[src/rtl/muldiv_pkg.sv]
// Shared definitions for the HI/LO multiply/divide unit: opcodes, FSM states
// and the opcode classifier used by both the unit and its users.
package muldiv_pkg;

    localparam logic [3:0] OP_MULT  = 4'b0010;
    localparam logic [3:0] OP_MULTU = 4'b0011;
    localparam logic [3:0] OP_MFHI  = 4'b0100;
    localparam logic [3:0] OP_MFLO  = 4'b0101;
    localparam logic [3:0] OP_DIV   = 4'b0110;
    localparam logic [3:0] OP_DIVU  = 4'b0111;
    localparam logic [3:0] OP_MTHI  = 4'b1000;
    localparam logic [3:0] OP_MTLO  = 4'b1001;

    typedef enum logic [1:0] {
        ST_IDLE,
        ST_MUL,
        ST_DIV,
        ST_FIX
    } state_e;

    typedef enum logic [2:0] {
        CLS_NOP,
        CLS_MUL,
        CLS_DIV,
        CLS_MFHI,
        CLS_MFLO,
        CLS_MTHI,
        CLS_MTLO
    } op_class_e;

    typedef struct packed {
        op_class_e cls;
        logic      is_signed;
    } op_decode_t;

    // Unknown codes fall through to CLS_NOP so they never touch any state.
    function automatic op_decode_t decode_op(input logic [3:0] op);
        op_decode_t d;
        d.cls       = CLS_NOP;
        d.is_signed = 1'b0;
        case (op)
            OP_MULT:  begin d.cls = CLS_MUL; d.is_signed = 1'b1; end
            OP_MULTU: d.cls = CLS_MUL;
            OP_DIV:   begin d.cls = CLS_DIV; d.is_signed = 1'b1; end
            OP_DIVU:  d.cls = CLS_DIV;
            OP_MFHI:  d.cls = CLS_MFHI;
            OP_MFLO:  d.cls = CLS_MFLO;
            OP_MTHI:  d.cls = CLS_MTHI;
            OP_MTLO:  d.cls = CLS_MTLO;
            default:  d.cls = CLS_NOP;
        endcase
        return d;
    endfunction

endpackage

[src/rtl/muldiv_if.sv]
// Request/response bundle between the pipeline (master) and the muldiv unit (slave).
interface muldiv_if #(
    parameter int WIDTH = 32
);
    logic             start;
    logic [3:0]       op;
    logic [WIDTH-1:0] a;
    logic [WIDTH-1:0] b;
    logic             flush;
    logic             busy;
    logic             stall;
    logic             done;
    logic [WIDTH-1:0] result;
    logic [WIDTH-1:0] hi;
    logic [WIDTH-1:0] lo;

    modport master (
        output start, op, a, b, flush,
        input  busy, stall, done, result, hi, lo
    );

    modport slave (
        input  start, op, a, b, flush,
        output busy, stall, done, result, hi, lo
    );
endinterface

[src/rtl/muldiv_core.sv]
// Iterative magnitude datapath: one bit per step of shift-add multiply or
// restoring divide, sharing a single WIDTH+1-bit adder/subtractor.
module muldiv_core #(
    parameter int WIDTH = 32
) (
    input  logic             clk,
    input  logic             rst_n,
    input  logic             load,
    input  logic             step,
    input  logic             div_mode,
    input  logic [WIDTH-1:0] load_lo,
    input  logic [WIDTH-1:0] load_opd,
    output logic [WIDTH-1:0] acc,
    output logic [WIDTH-1:0] shreg
);

    logic [WIDTH-1:0] acc_reg, acc_next;
    logic [WIDTH-1:0] sh_reg, sh_next;
    logic [WIDTH-1:0] opd_reg;
    logic [WIDTH:0]   shifted;
    logic [WIDTH:0]   add_x, add_y;
    logic             add_cin;
    logic [WIDTH+1:0] add_sum;

    // The extra top bit is the carry; for subtraction it means "no borrow".
    assign add_sum = {1'b0, add_x} + {1'b0, add_y} + {{(WIDTH+1){1'b0}}, add_cin};

    always_comb begin
        shifted  = {acc_reg, sh_reg[WIDTH-1]};
        add_x    = {1'b0, acc_reg};
        add_y    = '0;
        add_cin  = 1'b0;
        acc_next = acc_reg;
        sh_next  = sh_reg;
        if (load) begin
            acc_next = '0;
            sh_next  = load_lo;
        end else if (step) begin
            if (div_mode) begin
                // Remainder shifts left pulling in the next dividend bit; the
                // quotient bit enters at the bottom of the same register.
                add_x    = shifted;
                add_y    = ~{1'b0, opd_reg};
                add_cin  = 1'b1;
                acc_next = add_sum[WIDTH+1] ? add_sum[WIDTH-1:0] : shifted[WIDTH-1:0];
                sh_next  = {sh_reg[WIDTH-2:0], add_sum[WIDTH+1]};
            end else begin
                add_y    = sh_reg[0] ? {1'b0, opd_reg} : '0;
                acc_next = add_sum[WIDTH:1];
                sh_next  = {add_sum[0], sh_reg[WIDTH-1:1]};
            end
        end
    end

    always_ff @(posedge clk or negedge rst_n) begin
        if (!rst_n) begin
            acc_reg <= '0;
            sh_reg  <= '0;
            opd_reg <= '0;
        end else begin
            acc_reg <= acc_next;
            sh_reg  <= sh_next;
            if (load) begin
                opd_reg <= load_opd;
            end
        end
    end

    assign acc   = acc_reg;
    assign shreg = sh_reg;

endmodule

[src/rtl/muldiv_unit.sv]
// HI/LO multiply/divide unit: control FSM, sign handling, HI/LO registers and
// the pipeline handshake around the iterative muldiv_core datapath.
module muldiv_unit #(
    parameter int WIDTH     = 32,
    parameter bit SIGNED_EN = 1'b1
) (
    input  logic     clk,
    input  logic     rst_n,
    muldiv_if.slave  bus
);
    import muldiv_pkg::*;

    localparam int CW = $clog2(WIDTH) + 1;

    state_e           state_reg, state_next;
    logic [CW-1:0]    cnt_reg, cnt_next;
    logic [WIDTH-1:0] hi_reg, lo_reg;
    logic             done_reg;
    logic             prod_neg_reg, rem_neg_reg, div0_reg, is_div_reg;

    op_decode_t       dec;
    logic             op_signed, a_neg, b_neg, accept, busy_int;
    logic [WIDTH-1:0] mag_a, mag_b;
    logic             core_load, core_step, core_div;
    logic [WIDTH-1:0] core_lo_in, core_opd_in;
    logic [WIDTH-1:0] core_acc, core_sh;
    logic             write_hilo;
    logic [2*WIDTH-1:0] prod_raw, prod_fix;
    logic [WIDTH-1:0] quo_fix, rem_fix, fix_hi, fix_lo;

    assign dec       = decode_op(bus.op);
    assign op_signed = dec.is_signed && SIGNED_EN;
    assign a_neg     = op_signed && bus.a[WIDTH-1];
    assign b_neg     = op_signed && bus.b[WIDTH-1];
    assign mag_a     = a_neg ? -bus.a : bus.a;
    assign mag_b     = b_neg ? -bus.b : bus.b;
    assign busy_int  = (state_reg != ST_IDLE);
    // A flush in the same cycle cancels any new request.
    assign accept    = bus.start && !bus.flush && !busy_int;

    always_ff @(posedge clk or negedge rst_n) begin
        if (!rst_n) begin
            state_reg <= ST_IDLE;
            cnt_reg   <= '0;
        end else begin
            state_reg <= state_next;
            cnt_reg   <= cnt_next;
        end
    end

    always_comb begin
        state_next  = state_reg;
        cnt_next    = cnt_reg;
        core_load   = 1'b0;
        core_step   = 1'b0;
        core_div    = 1'b0;
        core_lo_in  = mag_b;
        core_opd_in = mag_a;
        write_hilo  = 1'b0;
        case (state_reg)
            ST_IDLE: begin
                if (accept && dec.cls == CLS_MUL) begin
                    core_load  = 1'b1;
                    cnt_next   = '0;
                    state_next = ST_MUL;
                end else if (accept && dec.cls == CLS_DIV) begin
                    // Dividend goes into the shift register, divisor is the operand.
                    core_load   = 1'b1;
                    core_lo_in  = mag_a;
                    core_opd_in = mag_b;
                    cnt_next    = '0;
                    state_next  = ST_DIV;
                end
            end
            ST_MUL, ST_DIV: begin
                if (bus.flush) begin
                    state_next = ST_IDLE;
                end else begin
                    core_step = 1'b1;
                    core_div  = (state_reg == ST_DIV);
                    cnt_next  = cnt_reg + CW'(1);
                    if (cnt_reg == CW'(WIDTH - 1)) begin
                        state_next = ST_FIX;
                    end
                end
            end
            ST_FIX: begin
                state_next = ST_IDLE;
                write_hilo = !bus.flush;
            end
            default: state_next = ST_IDLE;
        endcase
    end

    // Sign correction of the magnitude results; divide-by-zero forces an
    // all-ones quotient while the remainder path naturally reproduces a.
    always_comb begin
        prod_raw = {core_acc, core_sh};
        prod_fix = prod_neg_reg ? -prod_raw : prod_raw;
        quo_fix  = div0_reg ? '1 : (prod_neg_reg ? -core_sh : core_sh);
        rem_fix  = rem_neg_reg ? -core_acc : core_acc;
        fix_hi   = is_div_reg ? rem_fix : prod_fix[2*WIDTH-1:WIDTH];
        fix_lo   = is_div_reg ? quo_fix : prod_fix[WIDTH-1:0];
    end

    always_ff @(posedge clk or negedge rst_n) begin
        if (!rst_n) begin
            hi_reg       <= '0;
            lo_reg       <= '0;
            done_reg     <= 1'b0;
            prod_neg_reg <= 1'b0;
            rem_neg_reg  <= 1'b0;
            div0_reg     <= 1'b0;
            is_div_reg   <= 1'b0;
        end else begin
            done_reg <= write_hilo;
            if (core_load) begin
                prod_neg_reg <= a_neg ^ b_neg;
                rem_neg_reg  <= a_neg;
                div0_reg     <= (dec.cls == CLS_DIV) && (bus.b == '0);
                is_div_reg   <= (dec.cls == CLS_DIV);
            end
            if (write_hilo) begin
                hi_reg <= fix_hi;
                lo_reg <= fix_lo;
            end else if (accept && dec.cls == CLS_MTHI) begin
                hi_reg <= bus.a;
            end else if (accept && dec.cls == CLS_MTLO) begin
                lo_reg <= bus.a;
            end
        end
    end

    muldiv_core #(
        .WIDTH(WIDTH)
    ) u_core (
        .clk      (clk),
        .rst_n    (rst_n),
        .load     (core_load),
        .step     (core_step),
        .div_mode (core_div),
        .load_lo  (core_lo_in),
        .load_opd (core_opd_in),
        .acc      (core_acc),
        .shreg    (core_sh)
    );

    assign bus.busy   = busy_int;
    assign bus.done   = done_reg;
    assign bus.hi     = hi_reg;
    assign bus.lo     = lo_reg;
    assign bus.stall  = bus.start && busy_int && (dec.cls != CLS_NOP);
    assign bus.result = (dec.cls == CLS_MFHI) ? hi_reg :
                        (dec.cls == CLS_MFLO) ? lo_reg : '0;

endmodule

[src/flat_wrapper.sv]
// flat-port wrapper written by rule: the top's interface ports become plain ports
module muldiv_unit_flat import muldiv_pkg::*;
#(
    parameter int WIDTH     = 32,
    parameter bit SIGNED_EN = 1'b1
)
  (clk, rst_n, bus_start, bus_op, bus_a, bus_b, bus_flush, bus_busy, bus_stall, bus_done, bus_result, bus_hi, bus_lo);
  muldiv_if #(.WIDTH(WIDTH)) bus_i ();
  input  logic clk;
  input  logic rst_n;
  input wire logic [$bits(bus_i.start)-1:0] bus_start;
  input wire logic [$bits(bus_i.op)-1:0] bus_op;
  input wire logic [$bits(bus_i.a)-1:0] bus_a;
  input wire logic [$bits(bus_i.b)-1:0] bus_b;
  input wire logic [$bits(bus_i.flush)-1:0] bus_flush;
  output wire logic [$bits(bus_i.busy)-1:0] bus_busy;
  output wire logic [$bits(bus_i.stall)-1:0] bus_stall;
  output wire logic [$bits(bus_i.done)-1:0] bus_done;
  output wire logic [$bits(bus_i.result)-1:0] bus_result;
  output wire logic [$bits(bus_i.hi)-1:0] bus_hi;
  output wire logic [$bits(bus_i.lo)-1:0] bus_lo;
  assign bus_i.start = bus_start;
  assign bus_i.op = bus_op;
  assign bus_i.a = bus_a;
  assign bus_i.b = bus_b;
  assign bus_i.flush = bus_flush;
  assign bus_busy = bus_i.busy;
  assign bus_stall = bus_i.stall;
  assign bus_done = bus_i.done;
  assign bus_result = bus_i.result;
  assign bus_hi = bus_i.hi;
  assign bus_lo = bus_i.lo;
  muldiv_unit #(.WIDTH(WIDTH), .SIGNED_EN(SIGNED_EN)) u_core (.clk(clk), .rst_n(rst_n), .bus(bus_i));
endmodule
[config.mk]
export PLATFORM = sky130hd
export DESIGN_NAME = muldiv_unit_flat
export DESIGN_NICKNAME = d
export VERILOG_FILES = /design/src/rtl/muldiv_pkg.sv /design/src/rtl/muldiv_if.sv /design/src/rtl/muldiv_core.sv /design/src/rtl/muldiv_unit.sv /design/src/flat_wrapper.sv
export SDC_FILE = /design/constraint.sdc
export NUM_CORES = 1
export LEC_CHECK = 0
export ABC_AREA = 1
export CAP_MARGIN = 20
export CORE_ASPECT_RATIO = 1.4
export CORE_MARGIN = 8
export CORE_UTILIZATION = 25
export DETAILED_ROUTE_END_ITERATION = 10
export GPL_ROUTABILITY_DRIVEN = 0
export HOLD_SLACK_MARGIN = 0.02
export SLEW_MARGIN = 10
export SYNTH_ARGS = -nofsm -noshare
export SYNTH_HDL_FRONTEND = slang
export SYNTH_SLANG_ARGS = --single-unit
[constraint.sdc]
create_clock -name clk -period 3.7 [get_ports clk]
set_clock_uncertainty 0.15 [all_clocks]
set_input_delay 0.74 -clock clk [delete_from_list [all_inputs] [get_ports clk]]
set_output_delay 0.74 -clock clk [all_outputs]
set_load 0.05 [all_outputs]
==> results.py, run 1 <==
metrics = {
    "status": {
        "status": "complete, but fails checks",
        "violations": "negative setup slack",
    },
    "layout": {
        "fin_util": 0.362,
        "mostFrequentLayoutCell": "nand2_1",
        "multi_input_area_um2": 12300,
        "seqCellArea_um2": 4330,
        "fill_cells": 7265,
        "final_cell_count_no_fill": 4176,
        "syn_to_final_growth_pct": 43.6,
        "mostFrequentLayoutCells": "nand2_1 (878), inv_1 (332), buf_4 (291), nand3_1 (258), nor2_1 (230)",
        "drive_gt1_frac": 0.205,
        "nets": 3415,
    },
    "worst_setup_path": {
        "start_kind": "flop",
        "critPathRequiredTime_ps": 3900,
        "crit_chain": "inv_2 > ha_4 > inv_2 > nor2_4 > inv_4 > nor2_4 > inv_4 > nor2_4 > buf_12 > buf_12 > clkinvlp_4 > fa_2 > inv_2 > fa_2 > nand3_1 > nand3b_1 > nand4_1 > nand2_1 > nand2_1 > nand2_2 > nand2_2 > nand3_2 > nand2_1",
        "crit_family": "simple AND/OR/NAND/NOR gates",
        "crit_fanout": 7,
        "critPathKind": "reg2reg",
        "worst-path-buf-inv": 8,
        "critPathArrivalTime_ps": 3910,
        "cpPeakStageDelay_ps": 380,
        "cp-end-kind": "flop",
        "slowest_stage": "dfrtp_1",
    },
    "timing": {
        "rsz0062_at_grt": "true",
        "fin_setup_tns_ps": -9.94,
        "final_hold_viol_count": 0,
        "slew_viol_final": 0,
        "max_slew_margin": 0.498,
        "finalCritPeriodShare": 1.00,
        "setup_ws_ps": -6.14,
        "setup_violations": 2,
        "worst_pin_slew_ps": 752,
        "min_period_ps": 3710,
        "fmax_mhz": 270,
    },
    "global_route": {
        "grt_antenna_before_repair": 1,
        "grt_pass1_wl_um": 126000,
        "grt_pass1_vias": 20753,
        "grt_overflow": 0,
        "grt_max_degree": 101,
        "grtUsageTotal": 0.211,
    },
    "logic_synthesis": {
        "yosys_warnings": 0,
        "yosys.area.top_type": "dfrtp_1",
        "synth_cell_types": 52,
        "yosys_most_used_dff": "dfrtp_1",
        "netlist_area_um2": 17100,
        "async_reset_ff_frac": 1.00,
        "ys_ff_latch": 173,
        "synth_top_cell_area_share": 0.253,
        "syn_avg_cell_area_um2": 5.90,
        "yosysSeqAreaShare": 0.253,
        "syn-num-nets": 3018,
        "syn_inst": 2903,
        "synth_area_leaders": "dfrtp_1 (25%), nand2_1 (21%), inv_1 (7.9%), nand3_1 (7.8%), nor2_1 (5.6%)",
        "synth-edff-count": 0,
    },
    "routing": {
        "wl_met1_um": 29500,
        "drt-total-wl_um": 86000,
        "dr.first_iter.drc_count": 2057,
        "wire_per_inst_um": 20.6,
        "via_per_inst": 5.21,
        "wl_met3_um": 5990,
        "dr_wl_met2_um": 41900,
        "dr.pass1.iters": 6,
        "vias": 21756,
        "dr.max_layer_used": "met4",
        "detail-route-antenna-nets": 0,
        "drcViolationCount": 0,
    },
    "clock_tree": {
        "cts_tree": "done",
        "clk-insertion-delay-late_ps": 460,
        "max-clock-path-buffers": 2,
        "clock_sinks": 173,
        "clkTransAtPathRegs_ps": 90,
        "root_buffer": "clkbuf_16",
        "cts_buffers": 17,
        "htreeDepth": 4,
    },
    "power_and_ir_drop": {
        "p_leak_nw": 11.5,
        "peakVddDrop_mv": 0.524,
        "powerDensity_nw_per_um2": 940,
    },
    "die": {
        "initial_utilization": 0.253,
        "die-area_um2": 77300,
        "die_h_um": 326,
        "io_pins": 171,
        "placement_rows": 113,
        "die_w_um": 237,
        "coreArea_um2": 67900,
    },
    "placement": {
        "post-place-cells": 4098,
        "io_buffers": 170,
        "dp_hpwl_um": 68700,
        "place_ws_ps": -1120,
    },
    "worst_hold_path": {
        "hp-class": "reg2reg",
    },
    "job": {
        "maxCapViolCount": 0,
    },
}
-- synth_stat cells (8+ instances only) --
master / instances
inv_2: 11
a21oi_1: 122
ha_1: 41
o211ai_1: 46
nand3b_1: 19
a2111oi_0: 16
or2_2: 12
nor3_1: 31
buf_2: 29
inv_1: 362
a211oi_1: 15
o21bai_1: 23
o22ai_1: 61
xor2_1: 45
dfrtp_1: 173
o21ai_1: 8
buf_1: 8
nand3_1: 268
nand4_1: 52
nand2_1: 950
o21ai_0: 182
nor2_1: 254
xnor2_1: 20
clkbuf_1: 82
-- stage by stage --
step | area (um^2) | total power, mW | hold WS (ps)
3_3_place_gp | 22100 | 18.3 | 349
2_1_floorplan | 17200 | 12.0 | 294
4_1_cts | 23600 | 21.4 | 372
5_1_grt | 24600 | 24.6 | 411
6_report | 24600 | 23.1 | 374
3_5_place_dp | 22100 | 18.4 | 356
-- power by group --
group | internal, mW | switching [mW] | total, mW
logic | 6.91 | 10.3 | 17.2
registers | 2.77 | 1.23 | 4.00
clock network | 0.980 | 0.955 | 1.94
total | 10.7 | 12.5 | 23.1
-- worst register-to-register path: stages (launching register included) --
cell        delay [ps]
dfrtp_1            380
inv_2               60
ha_4               270
inv_2               50
nor2_4             110
inv_4               60
nor2_4             110
inv_4               60
nor2_4             120
buf_12             170
buf_12             160
clkinvlp_4         190
fa_2               380
inv_2               80
fa_2               250
nand3_1             90
nand3b_1           260
nand4_1            200
nand2_1            100
nand2_1             60
nand2_2            110
nand2_2             60
nand3_2             70
nand2_1             40
-- per-layer routing --
| metal | up-vias | track usage |
|---|---|---|
| li1 | 10291 | - |
| met2 | 1064 | 0.366 |
| met4 | 0 | 0.187 |
| met5 | - | 0 |
| met1 | 10086 | 0.219 |
| met3 | 315 | 0.0319 |
-- kinds of logic after synthesis --
family / after synthesis / share of synthesized area
AO/OA/AOI/OAI: 506 / 0.173
XOR/XNOR: 65 / 0.0332
adder cells (fa/ha/maj): 43 / 0.0323
buffers and inverters: 499 / 0.113
flip-flops: 173 / 0.253
AND/OR/NAND/NOR: 1617 / 0.396
-- final cells by class --
class / instances / share of cell area
Multi-Input combinational cell: 2232 / 0.499
Clock buffer: 17 / 0.0173
Clock inverter: 15 / 0.00799
Inverter: 374 / 0.0575
Sequential cell: 173 / 0.176
Antenna cell: 1 / 0.000102
Timing Repair Buffer: 502 / 0.198
Tap cell: 862 / 0.0438
-- final timing paths --
check | from | endpoint | slack, ps | cells past startpoint
max | u_core.state_reg[0]$_DFFE_PN0P_ | u_core.u_core.acc[25]$_DFFE_PN0P_ | -6 | 23
min | u_core.u_core.opd_reg[29]$_DFFE_PN0P_ | u_core.u_core.opd_reg[29]$_DFFE_PN0P_ | 370 | 2
max reg2reg | u_core.state_reg[0]$_DFFE_PN0P_ | u_core.u_core.acc[25]$_DFFE_PN0P_ | -6 | 23
min reg2reg | u_core.u_core.opd_reg[29]$_DFFE_PN0P_ | u_core.u_core.opd_reg[29]$_DFFE_PN0P_ | 370 | 2
max in group asynchronous | rst_n | u_core.u_core.shreg[5]$_DFFE_PN0P_ | 2060 | 3
min in group asynchronous | rst_n | u_core.u_core.acc[27]$_DFFE_PN0P_ | 510 | 2
-- repair_timing --
action	4_1_cts	5_1_grt
resized for setup	173	202
cloned	5	1
pin swaps	50	101
hold endpoints to repair	7	0
endpoints found under the setup margin	33	33
hold buffers	1	0
buffers inserted	25	17
No activity file was read; power rests on OpenSTA's default activity.
==> run 2, diff against run 1 <==
==> constraint.sdc (replaced) <==
create_clock -name clk -period 3.7 [get_ports clk]
set_clock_uncertainty 0.15 [all_clocks]
set_input_delay 0.37 -clock clk [delete_from_list [all_inputs] [get_ports clk]]
set_output_delay 0.37 -clock clk [all_outputs]
set_load 0.05 [all_outputs]
==> results.py, run 2 (synthesis gave the netlist of run 1 again) <==
metrics = {
    "power_and_ir_drop": {
        "combPwrFrac": 0.740,
        "swShare": 0.544,
        "p_leak_nw": 11.2,
        "pwr-share-clk": 0.084,
        "power_switching_mw": 12.3,
        "peakVddDrop_mv": 0.477,
        "intPower_mw": 10.3,
        "p_total_mw": 22.6,
        "seqPwrFrac": 0.176,
        "powerDensity_nw_per_um2": 937,
    },
    "clock_tree": {
        "cts_tree": "done",
        "max-clock-path-buffers": 2,
        "root_buffer": "clkbuf_16",
        "clk-insertion-delay-late_ps": 470,
        "cts_buffers": 17,
        "htreeDepth": 4,
        "clkTransAtPathRegs_ps": 80,
        "clock_sinks": 173,
    },
    "routing": {
        "wire_per_inst_um": 20.4,
        "dr.first_iter.drc_count": 2105,
        "dr.pass1.iters": 6,
        "via_per_inst": 5.18,
        "drt-total-wl_um": 84200,
        "drcViolationCount": 0,
        "vias": 21429,
        "detail-route-antenna-nets": 0,
    },
    "worst_setup_path": {
        "cp-end-kind": "flop",
        "path_common_cell": "nand2_2",
        "start_kind": "flop",
        "cpPeakStageDelay_ps": 380,
        "rr_startpoint": "u_core.state_reg[0]$_DFFE_PN0P_",
        "slowest_stage": "dfrtp_1",
        "reg2reg_slack_ps": 20,
        "reg2reg_depth": 28,
        "critPathArrivalTime_ps": 3880,
        "reg2reg_to": "u_core.u_core.acc[12]$_DFFE_PN0P_",
        "critPathKind": "reg2reg",
        "crit_fanout": 8,
        "critPathRequiredTime_ps": 3890,
    },
    "job": {
        "maxCapViolCount": 0,
    },
    "global_route": {
        "grt_max_degree": 77,
        "grt_pass1_vias": 20160,
        "grt_antenna_before_repair": 0,
        "grt_pass1_wl_um": 122000,
        "grtUsageTotal": 0.204,
        "grt_overflow": 0,
    },
    "timing": {
        "min_period_ps": 3680,
        "slew_viol_final": 0,
        "setup_violations": 0,
        "worst_pin_slew_ps": 1140,
        "max_slew_margin": 0.235,
        "rsz0062_at_grt": "true",
        "finalCritPeriodShare": 0.996,
        "setup_ws_ps": 15.8,
        "final_hold_viol_count": 0,
        "fmax_mhz": 271,
    },
    "layout": {
        "mostFrequentLayoutCell": "nand2_1",
        "nets": 3373,
        "diodes": 0,
        "mostFrequentLayoutCells": "nand2_1 (848), inv_1 (332), nand3_1 (259), buf_4 (246), nor2_1 (221)",
        "drive_gt1_frac": 0.201,
        "syn_to_final_growth_pct": 40.7,
    },
    "die": {
        "placement_rows": 113,
        "io_pins": 171,
        "die_h_um": 326,
        "coreArea_um2": 67900,
        "die-area_um2": 77300,
        "initial_utilization": 0.253,
        "die_w_um": 237,
    },
    "placement": {
        "dp_hpwl_um": 66900,
        "place_ws_ps": -625,
        "io_buffers": 170,
    },
    "status": {
        "status": "finished clean",
    },
    "worst_hold_path": {
        "hp-class": "in2async",
    },
}
run 2: worst max-delay path by stage:
stage | end | cells after the start | startpoint | slack, ps
after global routing | u_core.u_core.acc[9]$_DFFE_PN0P_ | 21 | u_core.state_reg[0]$_DFFE_PN0P_ | -130
after CTS | u_core.u_core.acc[9]$_DFFE_PN0P_ | 25 | u_core.state_reg[1]$_DFFE_PN0P_ | 0.2
final | u_core.u_core.acc[12]$_DFFE_PN0P_ | 28 | u_core.state_reg[0]$_DFFE_PN0P_ | 20
after detailed placement | u_core.u_core.acc[28]$_DFFE_PN0P_ | 23 | bus_op[3] | -620
after global placement | u_core.u_core.acc[9]$_DFFE_PN0P_ | 23 | bus_op[3] | -580
after floorplan | u_core.u_core.acc[4]$_DFFE_PN0P_ | 29 | u_core.state_reg[0]$_DFFE_PN0P_ | 20
run 2: stage by stage:
stage / instance area [um^2] / TNS (ps) / hold WS [ps] / std cells / util
4_1_cts: 22900 / 0 / 372 / 4106 / 0.337
6_report: 24100 / 0 / 346 / 4133 / 0.355
5_1_grt: 24100 / -1630 / 398 / 4133 / 0.355
2_1_floorplan: 17200 / 0 / -75.6 / 2903 / -
3_3_place_gp: 21600 / -17540 / 333 / 4056 / 0.319
3_5_place_dp: 21600 / -18940 / 324 / 4056 / 0.319
run 2: repair_timing:
action                                  in CTS  in global routing
hold buffers                                 1                  0
pin swaps                                   21                 70
endpoints found under the hold margin       73                  0
gates cloned                                 5                  5
endpoints found under the setup margin      33                 33
resized for setup                          137                256
setup buffers                               12                 24
run 2: metal layers:
layer  vias to the layer above  global-route usage  share of wire
li1                      10192                   -              -
met1                      9873               0.231           0.37
met2                      1056               0.343           0.47
met3                       308              0.0278          0.066
met4                         0               0.164          0.093
met5                         -                   0              0
run 2: area by class of cell:
class	instances	area, um^2
tap	862	1080
timing repair buffer	460	4520
fill	7263	43800
clock inverter	13	140
multi-input combinational	2232	12200
inverter	374	1420
sequential	173	4330
clock buffer	19	453
run 2: worst max-delay path, delay by kind of cell (launching register included):
family | cells | cell delay (ps)
and+or+nand+nor | 14 | 1100
buffers and inverters | 10 | 1030
adders and majority gates | 2 | 590
DFF | 1 | 380
AOI/OAI and AO/OA | 2 | 300
run 2: power by group through the flow:
| stage | clock (mW) | combinational [mW] | sequential [mW] |
|---|---|---|---|
| final | 1.89 | 16.7 | 3.97 |
| after global placement | 0 | 13.9 | 3.91 |
| after global routing | 1.94 | 18.0 | 4.05 |
| after CTS | 1.89 | 14.7 | 3.91 |
| after detailed placement | 0 | 14.0 | 3.93 |
| after floorplan | 0 | 7.35 | 4.59 |
==> run 3, diff against run 2 <==
Settings changed: CORE_UTILIZATION 25 to 30, REMOVE_ABC_BUFFERS set to 1.
==> results.py, run 3 (synthesis gave the netlist of run 1 again) <==
metrics = {
    "status": {
        "status": "complete, but fails checks",
        "violations": "negative setup slack",
    },
    "timing": {
        "rsz0062_at_grt": "true",
        "slew_viol_final": 0,
        "setup_ws_ps": -84.0,
        "fin_setup_tns_ps": -808,
        "finalCritPeriodShare": 1.02,
        "final_hold_viol_count": 0,
        "setup_violations": 25,
        "worst_pin_slew_ps": 1040,
        "min_period_ps": 3780,
        "max_slew_margin": 0.302,
        "fmax_mhz": 264,
    },
    "worst_setup_path": {
        "critPathArrivalTime_ps": 4010,
        "path_common_cell": "nor2_4",
        "critPathRequiredTime_ps": 3920,
        "worst-path-buf-inv": 12,
        "slowest_stage": "dfrtp_1",
        "crit_family": "buffers and inverters",
        "crit_fanout": 6,
        "cpPeakStageDelay_ps": 360,
        "start_kind": "flop",
        "reg2reg_slack_ps": -80,
        "critPathKind": "reg2reg",
        "cp-end-kind": "flop",
    },
    "routing": {
        "detail-route-antenna-nets": 0,
        "wire_per_inst_um": 20.7,
        "dr.pass1.iters": 6,
        "drcViolationCount": 0,
        "vias": 21389,
        "drt-total-wl_um": 82800,
        "dr.first_iter.drc_count": 1712,
        "via_per_inst": 5.34,
    },
    "clock_tree": {
        "cts_tree": "done",
        "clk-insertion-delay-late_ps": 460,
        "max-clock-path-buffers": 2,
        "htreeDepth": 4,
        "clock_sinks": 173,
        "root_buffer": "clkbuf_16",
        "cts_buffers": 17,
        "clkTransAtPathRegs_ps": 80,
    },
    "layout": {
        "drive_gt1_frac": 0.206,
        "mostFrequentLayoutCell": "nand2_1",
        "nets": 3373,
        "diodes": 0,
        "mostFrequentLayoutCells": "nand2_1 (854), inv_1 (325), nand3_1 (258), buf_4 (247), nor2_1 (219)",
        "syn_to_final_growth_pct": 40.8,
    },
    "global_route": {
        "grt_pass1_vias": 20503,
        "grt_pass1_wl_um": 121000,
        "grt_overflow": 0,
        "grt_max_degree": 77,
        "grt_antenna_before_repair": 2,
        "grtUsageTotal": 0.241,
    },
    "die": {
        "initial_utilization": 0.304,
        "io_pins": 171,
        "die_h_um": 299,
        "placement_rows": 103,
        "die-area_um2": 65100,
        "coreArea_um2": 56400,
        "die_w_um": 218,
    },
    "placement": {
        "place_ws_ps": -611,
        "io_buffers": 170,
        "dp_hpwl_um": 64700,
    },
    "worst_hold_path": {
        "hp-class": "reg2reg",
    },
    "power_and_ir_drop": {
        "p_total_mw": 22.7,
        "p_leak_nw": 11.2,
        "powerDensity_nw_per_um2": 940,
        "peakVddDrop_mv": 0.477,
    },
    "job": {
        "maxCapViolCount": 0,
    },
}
## run 3: worst paths after layout
| kind | start | endpoint | cells past startpoint |
|---|---|---|---|
| max | u_core.state_reg[1]$_DFFE_PN0P_ | u_core.u_core.acc[0]$_DFFE_PN0P_ | 26 |
| min | u_core.u_core.opd_reg[28]$_DFFE_PN0P_ | u_core.u_core.opd_reg[28]$_DFFE_PN0P_ | 2 |
| max reg2reg | u_core.state_reg[1]$_DFFE_PN0P_ | u_core.u_core.acc[0]$_DFFE_PN0P_ | 26 |
| min reg2reg | u_core.u_core.opd_reg[28]$_DFFE_PN0P_ | u_core.u_core.opd_reg[28]$_DFFE_PN0P_ | 2 |
| max in group asynchronous | rst_n | u_core.u_core.opd_reg[20]$_DFFE_PN0P_ | 3 |
| min in group asynchronous | rst_n | u_core.u_core.acc[31]$_DFFE_PN0P_ | 2 |
## run 3: stage by stage
stage	area (um^2)	utilization	instances	hold slack (ps)
6_report	24100	0.427	4006	367
3_5_place_dp	21600	0.382	3934	324
2_1_floorplan	16600	-	2778	-75.6
4_1_cts	23400	0.414	3995	371
5_1_grt	24100	0.427	4006	399
3_3_place_gp	21600	0.382	3934	321
## run 3: power breakdown
group | switching (mW) | total (mW) | internal (mW) | leakage [nW]
logic | 10.1 | 16.8 | 6.65 | 8.77
clock network | 0.897 | 2.04 | 1.14 | 0.318
registers | 1.13 | 3.90 | 2.77 | 2.15
total | 12.1 | 22.7 | 10.6 | 11.2
## run 3: routing by layer
metal | share of wire | wire length [um] | vias up | track usage
li1 | - | - | 10204 | -
met1 | 0.36 | 30200 | 9927 | 0.266
met2 | 0.47 | 39000 | 1013 | 0.402
met3 | 0.073 | 6020 | 243 | 0.0416
met4 | 0.091 | 7550 | 2 | 0.194
met5 | 0.00016 | 13 | - | 0
## run 3: worst min-delay path: stages (launching register included)
cell     delay [ps]
dfrtp_1         370
nand2_1          60
nand2_1          60
## run 3: timing repair
action | 4_1_cts | 5_1_grt
gates cloned | 7 | 3
hold endpoints to repair | 74 | 0
setup endpoints to repair | 33 | 33
pin swaps | 38 | 59
hold buffers | 1 | 0
buffers inserted | 23 | 15
gates resized for setup | 222 | 178
## run 3: cell type report
type,instances,area [um^2]
clock buffers,20,467
clock inverters,12,173
fillers,5905,32300
inverters,374,1420
multi-input cells,2231,12200
flip-flops and latches,173,4330
well taps,735,920
repair buffers,461,4610
